### config.mk
export PLATFORM = sky130hd
export DESIGN_NAME = pwm_capture
export DESIGN_NICKNAME = d
export VERILOG_FILES = /design/src/rtl/pwm_pkg.sv /design/src/rtl/pwm_sync_edge.sv /design/src/rtl/pwm_capture.sv
export SDC_FILE = /design/constraint.sdc
export NUM_CORES = 1
export LEC_CHECK = 0
export ABC_AREA = 1
export CAP_MARGIN = 20
export CORE_MARGIN = 5
export CORE_UTILIZATION = 25
export CTS_CLUSTER_DIAMETER = 40
export DETAILED_ROUTE_END_ITERATION = 8
export PLACE_DENSITY_LB_ADDON = 0.25
export SETUP_SLACK_MARGIN = 0.2
export SLEW_MARGIN = 20
export SYNTH_ARGS = -nofsm -noshare
export SYNTH_HDL_FRONTEND = slang
export SYNTH_SLANG_ARGS = --single-unit
### constraint.sdc
create_clock -name clk -period 5.85 [get_ports clk]
set_clock_uncertainty 0.2 [all_clocks]
set_input_delay 1.17 -clock clk [delete_from_list [all_inputs] [get_ports clk]]
set_output_delay 1.17 -clock clk [all_outputs]
set_load 0.1 [all_outputs]
### src/rtl/pwm_pkg.sv
// -----------------------------------------------------------------------------
// pwm_pkg
// Shared definitions for the PWM generator / capture pair.
//   - PWM_CNT_W_DEFAULT       : default counter width (also the generator's Top width)
//   - PWM_SYNC_STAGES_DEFAULT : default synchronizer depth for the capture input
//   - pwm_cap_state_t         : capture FSM state encoding
//   - pwm_cap_qual_edge()     : which synchronized edge ends the current phase
// -----------------------------------------------------------------------------
package pwm_pkg;

  localparam int PWM_CNT_W_DEFAULT       = 16;
  localparam int PWM_SYNC_STAGES_DEFAULT = 2;

  typedef enum logic [1:0] {
    IDLE      = 2'd0,
    WAIT_RISE = 2'd1,
    HIGH      = 2'd2,
    LOW       = 2'd3
  } pwm_cap_state_t;

  // A phase only ends on the edge that matters for it: WAIT_RISE and LOW wait
  // for a rise, HIGH waits for a fall. IDLE never has a qualifying edge.
  function automatic logic pwm_cap_qual_edge(input pwm_cap_state_t st,
                                             input logic           rise,
                                             input logic           fall);
    logic q;
    case (st)
      WAIT_RISE: q = rise;
      HIGH:      q = fall;
      LOW:       q = rise;
      default:   q = 1'b0;
    endcase
    return q;
  endfunction

endpackage

### src/rtl/pwm_sync_edge.sv
// -----------------------------------------------------------------------------
// pwm_sync_edge
// Brings an asynchronous level into the clk domain through a flop chain and
// produces single-cycle rise/fall strobes from the synchronized level.
//
// Parameters:
//   SYNC_STAGES : synchronizer depth (must be 2 or more)
// Ports:
//   clk      in  : system clock, rising edge
//   rst_n    in  : asynchronous active-low reset, clears all flops
//   async_in in  : asynchronous input level
//   level_s  out : synchronized level (last synchronizer stage)
//   rise     out : level_s went 0->1 this cycle
//   fall     out : level_s went 1->0 this cycle
// -----------------------------------------------------------------------------
module pwm_sync_edge #(
  parameter int SYNC_STAGES = 2
) (
  input  logic clk,
  input  logic rst_n,
  input  logic async_in,
  output logic level_s,
  output logic rise,
  output logic fall
);

  logic [SYNC_STAGES-1:0] sync_q;
  logic                   level_dly_q;

  // Synchronizer chain plus one extra delay flop for edge detection.
  always_ff @(posedge clk or negedge rst_n) begin
    if (!rst_n) begin
      sync_q      <= '0;
      level_dly_q <= 1'b0;
    end else begin
      sync_q      <= {sync_q[SYNC_STAGES-2:0], async_in};
      level_dly_q <= sync_q[SYNC_STAGES-1];
    end
  end

  assign level_s = sync_q[SYNC_STAGES-1];
  assign rise    = level_s & ~level_dly_q;
  assign fall    = ~level_s & level_dly_q;

endmodule

### src/rtl/pwm_capture.sv
// -----------------------------------------------------------------------------
// pwm_capture
// Measures high time (rise to fall) and period (rise to rise) of an
// asynchronous PWM input in clk cycles. Each completed period is reported
// with a one-cycle meas_valid strobe. A phase that lasts 2^CNT_W-1 cycles
// without its ending edge raises a sticky timeout and records the stuck level.
//
// Parameters:
//   CNT_W       : width of counters and measurement outputs
//   SYNC_STAGES : input synchronizer depth (2 or more)
// Ports:
//   clk         in  : system clock, rising edge
//   rst_n       in  : asynchronous active-low reset
//   en          in  : measurement enable; low forces IDLE, outputs hold
//   pwm_in      in  : asynchronous PWM input
//   period      out : last measured period
//   high_time   out : last measured high time
//   meas_valid  out : one-cycle strobe when period/high_time update
//   timeout     out : sticky no-edge indication, cleared by a report or en low
//   stuck_level out : synchronized input level when timeout was raised
// -----------------------------------------------------------------------------
module pwm_capture
  import pwm_pkg::*;
#(
  parameter int CNT_W       = PWM_CNT_W_DEFAULT,
  parameter int SYNC_STAGES = PWM_SYNC_STAGES_DEFAULT
) (
  input  logic             clk,
  input  logic             rst_n,
  input  logic             en,
  input  logic             pwm_in,
  output logic [CNT_W-1:0] period,
  output logic [CNT_W-1:0] high_time,
  output logic             meas_valid,
  output logic             timeout,
  output logic             stuck_level
);

  localparam logic [CNT_W-1:0] CNT_ZERO = {CNT_W{1'b0}};
  localparam logic [CNT_W-1:0] CNT_ONE  = {{(CNT_W-1){1'b0}}, 1'b1};
  localparam logic [CNT_W-1:0] CNT_MAX  = {CNT_W{1'b1}};

  logic pwm_s;
  logic rise_s;
  logic fall_s;

  pwm_sync_edge #(
    .SYNC_STAGES (SYNC_STAGES)
  ) u_sync_edge (
    .clk      (clk),
    .rst_n    (rst_n),
    .async_in (pwm_in),
    .level_s  (pwm_s),
    .rise     (rise_s),
    .fall     (fall_s)
  );

  pwm_cap_state_t   state_q;
  logic [CNT_W-1:0] cnt_q;
  logic [CNT_W-1:0] high_cnt_q;
  logic [CNT_W-1:0] period_q;
  logic [CNT_W-1:0] high_time_q;
  logic             meas_valid_q;
  logic             timeout_q;
  logic             stuck_level_q;

  logic             cnt_at_max_s;
  logic [CNT_W-1:0] cnt_inc_s;
  logic             qual_edge_s;
  logic             saturate_s;

  // Counter helpers: the increment saturates so the count never wraps, which
  // matters when a fall lands exactly on MAX and LOW starts from a full count.
  always_comb begin
    cnt_at_max_s = (cnt_q == CNT_MAX);
    if (cnt_at_max_s) begin
      cnt_inc_s = cnt_q;
    end else begin
      cnt_inc_s = cnt_q + CNT_ONE;
    end
    qual_edge_s = pwm_cap_qual_edge(state_q, rise_s, fall_s);
    // The ending edge wins over saturation in the same cycle.
    saturate_s  = (state_q != IDLE) && cnt_at_max_s && !qual_edge_s;
  end

  // Capture FSM with counters and registered outputs.
  always_ff @(posedge clk or negedge rst_n) begin
    if (!rst_n) begin
      state_q       <= IDLE;
      cnt_q         <= CNT_ZERO;
      high_cnt_q    <= CNT_ZERO;
      period_q      <= CNT_ZERO;
      high_time_q   <= CNT_ZERO;
      meas_valid_q  <= 1'b0;
      timeout_q     <= 1'b0;
      stuck_level_q <= 1'b0;
    end else begin
      meas_valid_q <= 1'b0;
      if (!en) begin
        // Abandon any partial measurement; results and stuck_level hold.
        state_q   <= IDLE;
        cnt_q     <= CNT_ZERO;
        timeout_q <= 1'b0;
      end else if (saturate_s) begin
        // Phase ran out of count: flag it and hunt for a fresh rise.
        timeout_q     <= 1'b1;
        stuck_level_q <= pwm_s;
        cnt_q         <= CNT_ZERO;
        state_q       <= WAIT_RISE;
      end else begin
        case (state_q)
          IDLE: begin
            cnt_q   <= CNT_ZERO;
            state_q <= WAIT_RISE;
          end
          WAIT_RISE: begin
            // Any pulse already in progress is ignored; only a rise starts.
            if (rise_s) begin
              cnt_q   <= CNT_ONE;
              state_q <= HIGH;
            end else begin
              cnt_q   <= cnt_inc_s;
            end
          end
          HIGH: begin
            // cnt already counts the rise cycle as high cycle 1, so on the
            // fall cycle it equals the number of high cycles.
            if (fall_s) begin
              high_cnt_q <= cnt_q;
              cnt_q      <= cnt_inc_s;
              state_q    <= LOW;
            end else begin
              cnt_q      <= cnt_inc_s;
            end
          end
          LOW: begin
            if (rise_s) begin
              period_q     <= cnt_q;
              high_time_q  <= high_cnt_q;
              meas_valid_q <= 1'b1;
              timeout_q    <= 1'b0;
              cnt_q        <= CNT_ONE;
              state_q      <= HIGH;
            end else begin
              cnt_q        <= cnt_inc_s;
            end
          end
          default: begin
            cnt_q   <= CNT_ZERO;
            state_q <= IDLE;
          end
        endcase
      end
    end
  end

  assign period      = period_q;
  assign high_time   = high_time_q;
  assign meas_valid  = meas_valid_q;
  assign timeout     = timeout_q;
  assign stuck_level = stuck_level_q;

endmodule

== Word-level counts from Yosys, hierarchy flattened ==
Index checks and enable logic that the tools add are counted.

* Register bits after elaboration: 72
* Output and inout port bits: 35
* Word-level logic and storage cells: 54

* Add/subtract/negate cells: 1
* Eq/ne operators: 8
* Multiplexer cells: 19
* Bitwise gates (word level): 5
* Reduce and logical (&&, ||, !) cells: 11

{| class="wikitable"
|+ Operators with widths
! kind !! count
|-
| 16-bit 2-to-1 mux || 4
|-
| 16-bit one-hot mux with 3 select lines || 1
|-
| 16-bit by 1-bit adder with 16-bit output (second input constant) || 1
|-
| 16-bit == test (second input constant) || 1
|-
| 1-bit 2-to-1 mux || 8
|-
| 2-bit 2-to-1 mux || 4
|-
| 4-bit AND reduction || 2
|-
| 3-bit by 1-bit != test with 1-bit output (second input constant) || 2
|-
| 2-bit one-hot mux with 3 select lines || 1
|-
| 2-bit AND reduction || 3
|-
| 2-bit == test (second input constant) || 2
|-
| 4-bit by 2-bit != test with 1-bit output (second input constant) || 1
|-
| 4-bit != test (second input constant) || 1
|-
| 1-bit inverter || 3
|-
| 1-bit AND || 2
|-
| 2-bit by 1-bit == test with 1-bit output (second input constant) || 1
|-
| 1-bit logical AND || 2
|-
| 2-bit zero test || 1
|-
| 1-bit one-hot mux with 2 select lines || 1
|-
| 2-bit nonzero test || 1
|-
| 2-bit OR reduction || 1
|-
| 1-bit zero test || 1
|}

== Depth between registers and ports, before layout ==
Gate-level depths: netlist (run 1).

* Depth in word-level cells: 7
* Gate-level depth with buffers: 10

== Hierarchy ==
From an unflattened synthesis (run 1), not the netlist that was laid out.

* Cells, all modules: 376
* Area total of the unflattened synthesis: 3,151.8 µm²

{| class="wikitable"
|+ By module, submodules not included
! module !! times used !! cells an instance !! area an instance (µm²)
|-
| pwm_capture || 1 || 369 || 3,061.7
|-
| pwm_sync_edge || 1 || 7 || 90.1
|}

== Worst setup path before layout (run 1) ==
Ideal clock, no wire load.

* Kind: in2reg
* Start point: input port en
* End point: register high_time_q[0] (netlist: high_time[0])
* Setup time: 0.120 ns
* Arrival: 2.026 ns
* Data required time: 5.530 ns
* Path slack: 3.504 ns
* Stages: 6
* Buffers on the path: 3
* Cells stage by stage: clkbuf_1 -> nand2_1 -> buf_2 -> buf_2 -> nand2_1 -> nand2_1

* Longest elaborated chain between the ends: 1

{| class="wikitable"
|+ RTL lines
! item !! line !! RTL
|-
| start, declared || pwm_capture.sv:30 || <nowiki>input logic en,</nowiki>
|-
| 4-bit AND reduction (no line) || - ||
|-
| end signal, assigned || pwm_capture.sv:139 || <nowiki>high_time_q <= high_cnt_q;</nowiki>
|-
| end, declared || pwm_capture.sv:62 || <nowiki>logic [CNT_W-1:0] high_time_q;</nowiki>
|}

No other way between the ends.
A chain may end at the register's enable or synchronous reset.

== Worst setup path in the final report (run 1) ==
* Start point: register period_q[13] (netlist: period[13])
* End point: output port period[13]

{| class="wikitable"
|+ RTL lines
! item !! line !! RTL
|-
| start, declared || pwm_capture.sv:61 || <nowiki>logic [CNT_W-1:0] period_q;</nowiki>
|-
| start signal, assigned || pwm_capture.sv:138 || <nowiki>period_q <= cnt_q;</nowiki>
|-
| end, declared || pwm_capture.sv:32 || <nowiki>output logic [CNT_W-1:0] period,</nowiki>
|}

No word-level cell between the ends.

==> results of run 1 <==
==> flip-flops by register name (all words and copies together) (netlist names) <==
signal and count:
cnt_q 16, high_cnt_q 16, high_time 16, period 16
state_q 2, u_sync_edge.sync_q 2, meas_valid 1, stuck_level 1
timeout 1, u_sync_edge.level_dly_q 1
==> metrics by stage <==
step / instance area [um2] / hold slack (ns) / power, uW / std cells
floorplan: 3230 / 0.131 / 537 / 376
global placement: 3750 / 0.136 / 555 / 575
CTS: 4040 / 0.147 / 1100 / 591
detailed placement: 3750 / 0.135 / 556 / 575
global route: 4040 / 0.155 / 1120 / 591
finish: 4040 / 0.145 / 1080 / 591
==> power by group through the flow <==
stage          clock network [uW]  logic, uW  registers (uW)
2_1_floorplan                   0       18.4             519
3_3_place_gp                    0       40.1             515
3_5_place_dp                    0       40.5             515
4_1_cts                       554       40.5             506
5_1_grt                       567       44.8             507
6_report                      536       38.9             507
==> Yosys cell counts, drive strengths merged (4+ instances only) <==
| master | instances | share of area |
|---|---|---|
| nand2 | 149 | 0.19 |
| dfrtp | 72 | 0.56 |
| nor2 | 39 | 0.058 |
| inv | 31 | 0.036 |
| o21ai | 23 | 0.036 |
| nand4 | 20 | 0.039 |
| a21oi | 14 | 0.023 |
| buf | 10 | 0.024 |
| nand3 | 9 | 0.023 |
| clkbuf | 4 | 0.0046 |
==> final timing paths <==
kind	slack, ns	depth (start not counted)	end	from
worst max register to register	3.51	9	high_cnt_q[4]$_DFFE_PN0P_	cnt_q[0]$_DFF_PN0_
worst min-delay path	0.15	0	u_sync_edge.sync_q[1]$_DFF_PN0_	u_sync_edge.sync_q[0]$_DFF_PN0_
worst min register to register	0.15	0	u_sync_edge.sync_q[1]$_DFF_PN0_	u_sync_edge.sync_q[0]$_DFF_PN0_
worst max-delay path	2.63	1	period[13]	period[13]$_DFFE_PN0P_
min in group asynchronous	0.85	2	timeout$_DFFE_PN0P_	rst_n
max in group asynchronous	4.00	2	meas_valid$_DFF_PN0_	rst_n
==> cell type report <==
cell class	count	area (um2)	share of cell area
flip-flops and latches	72	1800	0.446
multi-input cells	259	1220	0.301
repair buffers	41	398	0.0986
clock buffers	11	233	0.0577
well taps	172	215	0.0533
inverters	31	116	0.0288
clock inverters	5	56.3	0.0139
==> logic make-up (layout without fill, tap and decap cells) <==
logic type | after synthesis | count (layout) | share of synthesized area
AOI/OAI and AO/OA | 38 | 38 | 0.0609
xor gates and xnor gates | 1 | 1 | 0.00271
adders and majority gates | 1 | 1 | 0.00388
buffers and inverters | 45 | 88 | 0.0651
DFF | 72 | 72 | 0.558
and+or+nand+nor | 219 | 219 | 0.309
==> layer usage <==
layer  track usage  vias to the layer above  part of all wire
li1              -                     1272                 -
met1         0.135                     1145              0.47
met2         0.158                       47              0.45
met3        0.0291                       11             0.060
met4        0.0394                        0             0.016
met5             0                        -                 0
==> impl_results.md, run 1 <==
* CTS Buffer Depth at 2
* HPWL after detailed placement at 4890 um
* Number of distinct library cell variants in the gate-level netlist after synthesis at 29
* Worst Setup Slack post-DPL at 2.51 ns
* Mean instance size in the synthesized netlist at 8.59 um2
* CP cell instances: clkdlybuf4s50_1
* H-tree depth at 3
* Initial Util at 0.256
* Largest delay share family, worst path: buffers and inverters
* Top achievable clock speed at 0.311 GHz
* Count of state elements after synthesis at 72
* Post-synthesis instance area at 3230 um2
* Delay of the slowest critical-path stage at 1.15 ns
* Core box area at 12600 um2
* Mean routed wirelength per cell at 11.9 um
* Die W at 124 um
* Clock network fraction of design power at 0.495
* Worst-margin pin slew at 0.978 ns
* Maximum number of pins on one net before global-route repair at 73
* Async set-reset flop share out of synthesis at 1.00
* CP Data Arrival Time at 1.85 ns
* Final slew viol count at 0
* Highest-count cells in the layout ignoring fill and taps: sky130_fd_sc_hd__nand2_1, sky130_fd_sc_hd__dfrtp_1, sky130_fd_sc_hd__clkdlybuf4s50_1, sky130_fd_sc_hd__nor2_1, sky130_fd_sc_hd__inv_1
* I/O pins at 39
* Run status: complete, no violations
* Switching power at 240 uW
* Die span in y at 124 um
* Wire length of the first global-routing pass at 12200 um
* Clock transition at the register clock pins on the worst setup and hold paths after CTS at 0.06 ns
* Rel. slew slack at 0.346
* Power density over the cells at 268 nW/um2
* Cell Rows at 41
* Net count after synthesis at 381
* Register share of total power at 0.469
* Vias at 2475
* Number of maximum-capacitance constraint violations at 0
* Number of flops mapped to enable cells by yosys at 0
* Share of final-layout standard cells stronger than drive strength 1 at 0.117
* LEAKAGE at 0.00190 uW
* Buffer cell driving the clock tree root: sky130_fd_sc_hd__clkbuf_16
* Quantity of hold-fixing buffers added after cts at 0
* Total Die Area at 15300 um2
* Vias/cell at 4.19
* Internal power contribution at 841 uW
* Data required time of the critical path at 4.48 ns
* Global-route congestion overflow total at 0
* Clock latency of the later-clocked register in the worst-skew pair at 0.33 ns
* Ant diodes at 0
* Largest vdd supply drop at 0.0960 mV
* Worst Path Buf+Inv at 1
* Remaining routing DRC violations at 0
* Utilization after layout at 0.320
* Number of antenna violations at the first check in global routing at 0
* Share of the clock period used by the worst path at 0.550
* Post-CTS sizing at 0
* Critical path class: reg -> out
* Port Buf Inserts at 38
* Number of routed nets with antenna violations at 0
* Leading cell type in the layout, fill and taps excluded: sky130_fd_sc_hd__nand2_1
* Yosys warning total at 0
* Net count of the finished layout at 419
* Final setup vio count at 0
* Layout overhead on the synthesized area at 25.0%
* Gate count of the mapped netlist at 376
* CTS tree: done
* Most frequently used flop master after synthesis: sky130_fd_sc_hd__dfrtp_1
* Fillcell total at 1344
* Wirelength, routed at 7050 um
* Number of global-route vias before repair at 2483
* Gpl congestion at 0.825
* Buffer count from post-CTS setup fixing at 0
* Net Sw Frac at 0.222
* CTS buffer count at 9
* Final Hold Viols at 0
* Slowest-stage cell, CP: sky130_fd_sc_hd__clkdlybuf4s50_1
* Type of element launching the critical path: flop
* All-layer global routing usage at 0.102
* Slack of the critical path at 2.63 ns
* Crit. End Element: output pin
* Path category of the worst min-delay check: reg -> reg
* Combinational power share at 0.036
* Setup TNS at 0 ns
* Clock period minus worst slack at 3.22 ns
* Sinks on the clock net at 72
* Number of search-and-repair iterations in the first detailed-routing pass at 4
* Worst-path maximum fanout at 2
* First DRT Iteration DRCs at 179
* Unrepaired setup endpoints after global routing: no
* Fraction of the yosys area taken by sequential cells at 0.558
(Power assumes the default switching activity.)
==> inputs of run 2 (changes only) <==
- clock period: 5.85 -> 2.8 ns (I/O delays scaled with it)
==> run 2 against run 1 <==
  * Clock power grew 110%
  * Design area decreased by 1.4%
  * First-iteration DRC count fell by 34%
  * Critical endpoint is now high_cnt_q[2]$_DFFE_PN0P_
  * Combinational power increased by 120%
  * Total power up 110%
  * Sequential power is 110% higher
  * Via count grew 0.81%
  * Worst hold slack worse by 0.10 ns
  * Count of clock-buffer cells in the layout unchanged
==> impl_results.md, run 2 (synthesized netlist as in run 1, its figures left out) <==
* Number of maximum-capacitance constraint violations at 0
* Net count of the finished layout at 420
* Rel. slew slack at 0.736
* Die span in y at 124 um
* Delay of the slowest critical-path stage at 0.45 ns
* Wire length of the first global-routing pass at 12300 um
* Cell count of the worst reg-to-reg path at 9
* Share of final-layout standard cells stronger than drive strength 1 at 0.203
* Wirelength, routed at 7330 um
* Power density over the cells at 570 nW/um2
* Final slew viol count at 0
* Fillcell total at 1369
* Number of global-route vias before repair at 2452
* Ant diodes at 0
* Type of element launching the critical path: flop
* Vias at 2495
* Worst-path maximum fanout at 18
* Buffer cell driving the clock tree root: sky130_fd_sc_hd__clkbuf_16
* Vias/cell at 4.22
* Sinks on the clock net at 72
* Clock period minus worst slack at 2.27 ns
* Worst-margin pin slew at 0.393 ns
* LEAKAGE at 0.00199 uW
* Initial Util at 0.256
* Layout overhead on the synthesized area at 23.3%
* CTS buffer count at 9
* Switching power at 494 uW
* Total power of the final layout at 2270 uW
* HPWL after detailed placement at 5080 um
* Final Hold Viols at 0
* Share of the clock period used by the worst path at 0.810
* Net Sw Frac at 0.218
* Post-CTS sizing at 0
* Crit. End Element: flop
* Worst hold-check slack at 0.0454 ns
* Clock transition at the register clock pins on the worst setup and hold paths after CTS at 0.06 ns
* Highest-count cells in the layout ignoring fill and taps: sky130_fd_sc_hd__nand2_1, sky130_fd_sc_hd__dfrtp_1, sky130_fd_sc_hd__buf_4, sky130_fd_sc_hd__nor2_1, sky130_fd_sc_hd__inv_1
* Run status: complete, no violations
* Leading cell type in the layout, fill and taps excluded: sky130_fd_sc_hd__nand2_1
* Combinational power share at 0.037
* Port Buf Inserts at 38
* Cell Rows at 41
* Path category of the worst min-delay check: in -> async
* Slowest-stage cell, CP: sky130_fd_sc_hd__dfrtp_1
* Clock network fraction of design power at 0.496
* Slack of the worst reg-to-reg path at 0.53 ns
* Die W at 124 um
* Final setup vio count at 0
* Core box area at 12600 um2
* First DRT Iteration DRCs at 119
* Data required time of the critical path at 2.87 ns
* Mean routed wirelength per cell at 12.4 um
* Global-route congestion overflow total at 0
* Gpl congestion at 0.812
* H-tree depth at 3
* Critical path class: reg -> reg
* Number of routed nets with antenna violations at 0
* Total Die Area at 15300 um2
* Top achievable clock speed at 0.441 GHz
* CTS tree: done
* Internal power contribution at 1770 uW
* Remaining routing DRC violations at 0
* Fin cells at 591
* CTS Buffer Depth at 2
* CP cell instances: ha_1 -> nand2_2 -> nor2_4 -> nand2_4 -> nor2_8 -> nand3_4 -> nand3_4 -> nand2_1 -> nand2_1
* Number of search-and-repair iterations in the first detailed-routing pass at 4
* Maximum number of pins on one net before global-route repair at 73
* RR Endpoint: high_cnt_q[2]$_DFFE_PN0P_
* Number of antenna violations at the first check in global routing at 0
* Setup TNS at 0 ns
* Buffer count from post-CTS setup fixing at 0
* Unrepaired setup endpoints after global routing: no
* I/O pins at 39
* Inst Count DP at 576
* Clock latency of the later-clocked register in the worst-skew pair at 0.33 ns
* CP Data Arrival Time at 2.34 ns
* Register share of total power at 0.467
* Launching point of the worst reg2reg path: cnt_q[0]$_DFF_PN0_
* Largest vdd supply drop at 0.219 mV
* All-layer global routing usage at 0.104
* Quantity of hold-fixing buffers added after cts at 0
==> run 2: cell types whose count changed in the layout (fill, tap and decap cells not counted), sizes merged <==
cell | previous run | this run
buf | 4 | 40
clkdlybuf4s50 | 37 | 2
clkinv | 2 | 3
inv | 32 | 31
clkinvlp | 1 | 0
==> run 2: power by group through the flow <==
stage / combinational, uW / clock [uW] / sequential [uW]
floorplan: 38.4 / 0 / 1080
global placement: 87.4 / 0 / 1080
detailed placement: 87.6 / 0 / 1080
CTS: 87.9 / 1150 / 1060
global route: 97.1 / 1200 / 1060
finish: 84.9 / 1120 / 1060
==> run 2: layout make-up <==
type | instances | area [um2] | area share
clock buffer | 11 | 243 | 0.0610
multi-input combinational | 259 | 1220 | 0.306
inverter | 31 | 116 | 0.0292
clock inverter | 4 | 45.0 | 0.0113
sequential | 72 | 1800 | 0.453
timing repair buffer | 42 | 343 | 0.0861
tap | 172 | 215 | 0.0541
==> run 2: worst max-delay path by stage <==
stage | start | end | slack (ns)
2_1_floorplan | cnt_q[0]$_DFF_PN0_ | high_cnt_q[13]$_DFFE_PN0P_ | 0.96
3_3_place_gp | en | cnt_q[10]$_DFF_PN0_ | 0.63
3_5_place_dp | cnt_q[0]$_DFF_PN0_ | high_cnt_q[2]$_DFFE_PN0P_ | 0.52
4_1_cts | cnt_q[0]$_DFF_PN0_ | high_cnt_q[2]$_DFFE_PN0P_ | 0.51
5_1_grt | cnt_q[0]$_DFF_PN0_ | high_cnt_q[4]$_DFFE_PN0P_ | 0.33
6_report | cnt_q[0]$_DFF_PN0_ | high_cnt_q[2]$_DFFE_PN0P_ | 0.53
==> run 2: routing by layer <==
metal  wire length (um)  GRT usage
met3                309     0.0277
met5                  0          0
met2               3360      0.158
met4                 96     0.0478
met1               3570      0.138
==> run 2: critical path: cells and delay by family (launching register included) <==
| kind | cells | cell delay [ns] |
|---|---|---|
| adders and majority gates | 1 | 0.30 |
| DFF | 1 | 0.45 |
| and+or+nand+nor | 8 | 1.26 |
==> run 2: per-stage QoR <==
step / util / instance area, um2 / setup WS (ns)
global placement: 0.293 / 3690 / 0.634
CTS: 0.315 / 3980 / 0.509
floorplan: - / 3230 / 0.962
detailed placement: 0.293 / 3690 / 0.523
global route: 0.315 / 3980 / 0.328
finish: 0.315 / 3980 / 0.531
